==> src/rtl/mem_arb_pkg.sv <==
// Shared definitions for the block-transfer arbiter: FSM states, arbitration modes and op codes.
package mem_arb_pkg;

  typedef enum logic [1:0] {
    StIdle,
    StBusy,
    StRelease
  } arbState_e;

  localparam int unsigned ARB_RR    = 0;
  localparam int unsigned ARB_FIXED = 1;

  localparam logic OP_RD = 1'b0;
  localparam logic OP_WR = 1'b1;

  // Channel index width; a single-channel build still carries a 1-bit id.
  function automatic int unsigned idWidth(input int unsigned n);
    return (n > 1) ? $clog2(n) : 1;
  endfunction

endpackage

==> src/rtl/rr_pick.sv <==
// Combinational winner select: round-robin starting after lastGrant, or lowest index first.
module rr_pick
  import mem_arb_pkg::*;
#(
  parameter int unsigned NUM_CH   = 2,
  parameter int unsigned ARB_MODE = ARB_RR,
  parameter int unsigned IdW      = idWidth(NUM_CH)
) (
  input  logic [NUM_CH-1:0] req,
  input  logic [IdW-1:0]    lastGrant,
  output logic [IdW-1:0]    pick,
  output logic              found
);

  always_comb begin
    pick  = '0;
    found = 1'b0;
    if (ARB_MODE == ARB_FIXED) begin
      // Descending scan so the lowest requesting index is written last.
      for (int i = NUM_CH - 1; i >= 0; i--) begin
        if (req[i]) begin
          pick  = IdW'(i);
          found = 1'b1;
        end
      end
    end else begin
      for (int unsigned k = 1; k <= NUM_CH; k++) begin
        int unsigned idx;
        idx = (32'(lastGrant) + k) % NUM_CH;
        if (!found && req[idx]) begin
          pick  = IdW'(idx);
          found = 1'b1;
        end
      end
    end
  end

endmodule

==> src/rtl/mem_block_arbiter.sv <==
// Shares one main-memory block port among NUM_CH cache clients; captures the granted request,
// holds it on the memory side until the matching valid, then pulses done for one cycle.
module mem_block_arbiter
  import mem_arb_pkg::*;
#(
  parameter int unsigned NUM_CH   = 2,
  parameter int unsigned ADDR_W   = 32,
  parameter int unsigned BLK_W    = 256,
  parameter int unsigned ARB_MODE = 0,
  localparam int unsigned IdW     = idWidth(NUM_CH)
) (
  input  logic                      CLK,
  input  logic                      RESET,
  input  logic [NUM_CH-1:0]         ch_rd_req,
  input  logic [NUM_CH-1:0]         ch_wr_req,
  input  logic [NUM_CH*ADDR_W-1:0]  ch_addr,
  input  logic [NUM_CH*BLK_W-1:0]   ch_wdata,
  output logic [NUM_CH-1:0]         ch_done,
  output logic [BLK_W-1:0]          ch_rdata,
  output logic [ADDR_W-1:0]         mem_addr,
  output logic                      mem_blk_read,
  output logic                      mem_blk_write,
  output logic [BLK_W-1:0]          mem_wdata,
  input  logic [BLK_W-1:0]          mem_rdata,
  input  logic                      mem_read_valid,
  input  logic                      mem_write_valid,
  output logic                      grant_valid,
  output logic [IdW-1:0]            grant_id
);

  arbState_e         stateQ, stateD;
  logic              opQ;
  logic [ADDR_W-1:0] addrQ;
  logic [BLK_W-1:0]  wdataQ, rdataQ;
  logic [IdW-1:0]    gntQ, lastGrantQ;

  logic [NUM_CH-1:0] req;
  logic [IdW-1:0]    pick;
  logic              found;
  logic              xferDone;
  logic [ADDR_W-1:0] selAddr;
  logic [BLK_W-1:0]  selWdata;
  logic              selWr;

  assign req = ch_rd_req | ch_wr_req;

  rr_pick #(
    .NUM_CH  (NUM_CH),
    .ARB_MODE(ARB_MODE),
    .IdW     (IdW)
  ) uPick (
    .req      (req),
    .lastGrant(lastGrantQ),
    .pick     (pick),
    .found    (found)
  );

  always_comb begin
    selAddr  = '0;
    selWdata = '0;
    selWr    = 1'b0;
    for (int unsigned i = 0; i < NUM_CH; i++) begin
      if (pick == IdW'(i)) begin
        selAddr  = ch_addr[i*ADDR_W +: ADDR_W];
        selWdata = ch_wdata[i*BLK_W +: BLK_W];
        selWr    = ch_wr_req[i];
      end
    end
  end

  // Only the valid matching the captured op ends the transfer.
  assign xferDone = (stateQ == StBusy) && ((opQ == OP_WR) ? mem_write_valid : mem_read_valid);

  always_ff @(posedge CLK) begin
    if (RESET) stateQ <= StIdle;
    else       stateQ <= stateD;
  end

  always_comb begin
    stateD = stateQ;
    unique case (stateQ)
      StIdle:    if (found) stateD = StBusy;
      StBusy:    if (xferDone) stateD = StRelease;
      StRelease: stateD = StIdle;
      default:   stateD = StIdle;
    endcase
  end

  always_ff @(posedge CLK) begin
    if (RESET) begin
      opQ        <= OP_RD;
      addrQ      <= '0;
      wdataQ     <= '0;
      rdataQ     <= '0;
      gntQ       <= '0;
      lastGrantQ <= IdW'(NUM_CH - 1);
    end else begin
      if (stateQ == StIdle && found) begin
        gntQ       <= pick;
        lastGrantQ <= pick;
        opQ        <= selWr ? OP_WR : OP_RD;
        addrQ      <= selAddr;
        wdataQ     <= selWdata;
      end
      if (xferDone && opQ == OP_RD) rdataQ <= mem_rdata;
    end
  end

  always_comb begin
    grant_valid   = (stateQ == StBusy);
    mem_blk_read  = (stateQ == StBusy) && (opQ == OP_RD);
    mem_blk_write = (stateQ == StBusy) && (opQ == OP_WR);
    mem_addr      = addrQ;
    mem_wdata     = wdataQ;
    ch_rdata      = rdataQ;
    grant_id      = gntQ;
    ch_done       = '0;
    for (int unsigned i = 0; i < NUM_CH; i++) begin
      if (stateQ == StRelease && gntQ == IdW'(i)) ch_done[i] = 1'b1;
    end
  end

endmodule
==> config.mk <==
export PLATFORM = sky130hd
export DESIGN_NAME = mem_block_arbiter
export DESIGN_NICKNAME = d
export VERILOG_FILES = /design/src/rtl/mem_arb_pkg.sv /design/src/rtl/rr_pick.sv /design/src/rtl/mem_block_arbiter.sv
export SDC_FILE = /design/constraint.sdc
export NUM_CORES = 1
export LEC_CHECK = 0
export CAP_MARGIN = 20
export CORE_AREA = 2 2 544 546
export DETAILED_ROUTE_END_ITERATION = 6
export DIE_AREA = 0 0 546 548
export SETUP_SLACK_MARGIN = 0.4
export SKIP_LAST_GASP = 1
export SYNTH_ARGS = -nofsm -noshare
export SYNTH_HDL_FRONTEND = slang
export SYNTH_SLANG_ARGS = --single-unit
==> constraint.sdc <==
create_clock -name CLK -period 1.7 [get_ports CLK]
set_input_delay 0.51 -clock CLK [delete_from_list [all_inputs] [get_ports CLK]]
set_output_delay 0.51 -clock CLK [all_outputs]
set_load 0.02 [all_outputs]
### After elaboration in Yosys (flattened, before gate mapping)

Index checks and enable logic that the tools add are counted.

| word-level totals | value |
|---|---|
| register bits | 549 |
| output and inout port bits | 550 |
| bits of input ports | 840 |
| logic and storage cells | 47 |

| cells by class | value |
|---|---|
| order comparisons | 2 |
| bitwise logic cells | 3 |
| multiplexer cells | 18 |
| reductions and logical operators | 11 |
| equal/unequal tests | 4 |
| add/sub/neg operators | 2 |

Operator list:

| operator | number |
|---|---|
| $mux 256 | 1 |
| $mux 32 | 1 |
| $mux 1 | 13 |
| $logic_and 1x1->1 | 8 |
| $lt 1x2->1 const B | 2 |
| $mux 2 | 2 |
| $pmux 2 s2 | 1 |
| $add 1x1->1 const B | 2 |
| $eq 2x1->1 const B | 1 |
| $eq 2x2->1 const B | 1 |
| $logic_not 2->1 | 1 |
| $ne 2x1->1 const B | 1 |
| $ne 2x2->1 const B | 1 |
| $not 1->1 | 2 |
| $or 2x2->2 | 1 |
| $reduce_and 2->1 | 1 |
| $logic_not 1->1 | 1 |

### Logic depth before layout (Yosys ltp)

| depth | value |
|---|---|
| depth in word-level cells | 9 |
| depth in mapped cells | 6 |

### Cells and area by module

From an unflattened synthesis, not the netlist that was laid out.

| unflattened totals | value |
|---|---|
| cells, all modules | 2101 |
| area total of the unflattened synthesis | 21359.2 sq um |

Modules (own cells, without submodules):

| module | instances | cells each | area an instance (sq um) |
|---|---|---|---|
| mem_block_arbiter | 1 | 2099 | 21345.5 |
| rr_pick | 1 | 2 | 13.8 |

### Worst setup path after synthesis

Ideal clock, no wire load.

| timing path | value |
|---|---|
| path kind | input port to flip-flop |
| from | input port ch_wr_req[1] |
| to | register wdataQ[151] (netlist: mem_wdata[151]) |
| stages | 6 |
| path slack | -0.123 ns |
| buffers on the path | 3 |
| arrival | 1.681 ns |
| required time | 1.558 ns |
| path through | or4_1 > buf_2 > buf_6 > buf_2 > a21oi_1 > a311oi_1 |

| between the ends | value |
|---|---|
| word-level cells in the longest chain between the ends | 8 |
| elaborated cells on any way between the ends | 13 |
| classes of those cells | mux (9); bitwise (1); reduce/logical (3) |

RTL lines:

| element | RTL line | RTL |
|---|---|---|
| from (decl) | mem_block_arbiter.sv:15 | `input logic [NUM_CH-1:0] ch_wr_req,` |
| $or 2x2->2 (*) | mem_block_arbiter.sv:45 | `assign req = ch_rd_req \| ch_wr_req;` |
| $mux 1 (not written as such) (2 in a row) | rr_pick.sv:30 | `if (!found && req[idx]) begin` |
| $mux 1 | rr_pick.sv:30 |  |
| $logic_not 1->1 | rr_pick.sv:30 |  |
| $logic_and 1x1->1 | rr_pick.sv:30 |  |
| $mux 1 | rr_pick.sv:30 |  |
| $mux 256 or $logic_and 1x1->1 (tied branches) | mem_block_arbiter.sv:63, mem_block_arbiter.sv:98 |  |
| to (signal assigned) | mem_block_arbiter.sv:103 | `wdataQ <= selWdata;` |
| to (decl) | mem_block_arbiter.sv:34 | `logic [BLK_W-1:0] wdataQ, rdataQ;` |

Mark *: on every way between the ends. The rest lies on a longest branch, timed or not. The select of a mux whose other input is x is not followed.
A chain may end at the register's enable or synchronous reset.

### Final worst setup path

| timing path | value |
|---|---|
| from | register stateQ[1] |
| to | output port mem_blk_write |

| between the ends | value |
|---|---|
| word-level cells in the longest chain between the ends | 2 |

RTL lines:

| element | RTL line | RTL |
|---|---|---|
| from (decl) | mem_block_arbiter.sv:31 | `arbState_e stateQ, stateD;` |
| from (signal assigned) | mem_block_arbiter.sv:75 | `if (RESET) stateQ <= StIdle;` |
| from (signal assigned) | mem_block_arbiter.sv:76 | `else stateQ <= stateD;` |
| $eq 2x1->1 | mem_block_arbiter.sv:112 | `mem_blk_write = (stateQ == StBusy) && (opQ == OP_WR);` |
| $logic_and 1x1->1 | mem_block_arbiter.sv:112 |  |
| to (decl) | mem_block_arbiter.sv:22 | `output logic mem_blk_write,` |

No other way between the ends.

==> metrics.cfg <==
[clock_tree]
cts_tree = done
htreeDepth = 3
insertion_delay_ps = 830
cts_sinks = 549
clk_pin_slew_ps = 60
cts_max_path_buffers = 4
cts_buffers = 79
cts_hold_buf = 0
cts-root-buf = clkbuf_16

[floorplan]
start_util_pct = 7.72
dieArea_mm2 = 0.299
dieHeight_um = 548
ios = 1390
num_rows = 199
die_w_um = 546
core-area_mm2 = 0.293

[placement]
port_buffers = 1389
gp_congestion = 0.952
postPlaceCellArea_mm2 = 0.0457
place_hpwl_um = 202000

[yosys]
synth_edf_count = 0
synth_top_area_share_pct = 48.6
synth_mux_area_share_pct = 0.0442
syn-num-nets = 3680
yosys.area_share.simple_pct = 15.4
synth_cell_types = 30
synth-adder-area-share_pct = 0
synthArstFlopShare_pct = 0
synthXorXnorAreaFrac_pct = 0
synth-seq-cells = 549
syn_area_per_cell_um2 = 7.97
netlist_area_mm2 = 0.0226
synth-compound-area-share_pct = 29.8
yosysWarningCount = 0
synthCells = 2840
synth_most_common_cell = dfxtp_1
synthTopCellsByCount = dfxtp_1, a21oi_1, nand2_1
yosysSeqAreaShare_pct = 48.6
ys_top_cells_by_area = dfxtp_1, a21oi_1, a311oi_1
ys.flop_type = dfxtp_1
synth_top_family_by_area = compound AO/OA/AOI/OAI gates
synth_area_leader_cell = dfxtp_1

[cells_and_area]
drive_above_1_share_pct = 42.4
fin_area_mm2 = 0.0538
area_growth_pct = 138
nNetsFinal = 5266
fillCellCount = 32532

[critical_path]
worstPathArrival_ps = 1650
required_ps = 1190
worst-path-max-fanout = 5
crit_path_start_kind = flip-flop
endpoint_kind = output pin
criticalPathCategory = flip-flop to output pin

[timing]
finalCriticalPeriod_ps = 2160
period_share_pct = 127
max_freq_mhz = 463
relSlewSlack_pct = 53.6
fin_ws_ps = -459
drv_slew = 0
setup_viol = 939
hold_viol = 0
holdWs_ps = 102
worstMarginPinSlew_ps = 688
rsz0062_at_grt = yes
skew_ps = 118

[detailed_routing]
drt_iter0_markers = 2617
post-route-drc-count = 0
via_count = 30557
postRouteAntennaNets = 0
wire_per_inst_um = 29.6
viasPerCell = 3.62
drtPass1Iterations = 6
wl_um = 250000

[outcome]
outcome = finished, violations left
violations = negative setup slack

[global_route]
use_met2_pct = 25.3
gr-usage-met1_pct = 16.8
grt_max_degree = 60
grt_use_met3_pct = 8.88
grt_pass1_wl_um = 307000
grt_pass1_vias = 29218
track_usage_pct = 15.7
antenna_found_initial = 171
gr-max-usage-layer = met2
grt_overflow = 0

[pwr]
leakage_uw = 0.0192
powerDensity_mw_per_mm2 = 963
ir_drop_v = 0.000746

[run]
max_cap_viol_count = 0

[min_path]
min_path_type = primary input to flip-flop

[critical path: stages, from the launching register on]
cell and delay [ps]:
dfxtp_2 320, buf_6 120, nand2b_4 150, inv_2 60, and2_4 160, buf_12 130
[metal layers]
metal  vias to the layer above  routed length (um)
met5                         -                 326
li1                      13587                   -
met4                        50               12300
met2                      1833              113000
met1                     14595               88900
met3                       492               35000
[layout by cell type (no fill, tap or decap), types with 158 or more instances in the layout]
master	instances
a21oi_2	158
buf_6	320
nand3_1	279
a311oi_1	285
clkdlybuf4s50_1	834
a21oi_1	387
nand2_1	448
dfxtp_2	369
buf_12	353
o21ai_0	288
buf_4	252
[final timing paths]
kind	start	endpoint	slack [ps]	cells past startpoint
hold reg to reg	ch_rdata[137]	ch_rdata[137]	460	2
setup reg to reg	stateQ[1]	ch_rdata[230]	-220	9
hold / removal	RESET	ch_rdata[89]	100	3
setup / recovery	stateQ[1]	mem_blk_write	-460	5
[registers in the layout, indices dropped and copies added, names as in the netlist]
name,cells
ch_rdata,256
lastGrantQ,1
mem_wdata,256
opQ,1
mem_addr,32
grant_id,1
stateQ,2
[repair_timing]
action | in CTS | in global routing
gates cloned | 30 | 21
endpoints found under the setup margin | 1098 | 1098
setup buffers | 64 | 71
pin swaps | 82 | 92
gates resized for setup | 2259 | 641
[per-stage QoR]
stage	util, %	worst slack, ps	power [uW]	TNS (ps)	instances
finish	18.4	-459	51900	-58960	8438
global route	18.4	-566	54000	-138340	8422
global placement	15.6	-1380	32500	-512060	8078
floorplan	-	-68.2	20600	-6490	2840
detailed placement	15.6	-1410	32500	-522930	8078
CTS	17.4	-576	51500	-126240	8306
[final cells by class]
type / instances / area [um^2] / share of cell area (%)
multi-input combinational: 1949 / 11400 / 21.2
sequential: 549 / 12000 / 22.3
antenna: 40 / 100 / 0.186
clock buffer: 109 / 2230 / 4.14
inverter: 1 / 3.75 / 0.00697
tap: 3919 / 4900 / 9.11
timing repair buffer: 1846 / 22900 / 42.6
clock inverter: 25 / 244 / 0.453
[power by group]
group | internal [uW] | switching [uW]
clock | 9610 | 7000
sequential | 14500 | 1470
combinational | 9660 | 9620
total | 33800 | 18100
[cell families after synthesis]
kind of cell	Yosys count
muxes	1
and+or+nand+nor	819
DFF	549
buffers and inverters	342
AOI/OAI and AO/OA	1129
(Power assumes the default switching activity.)
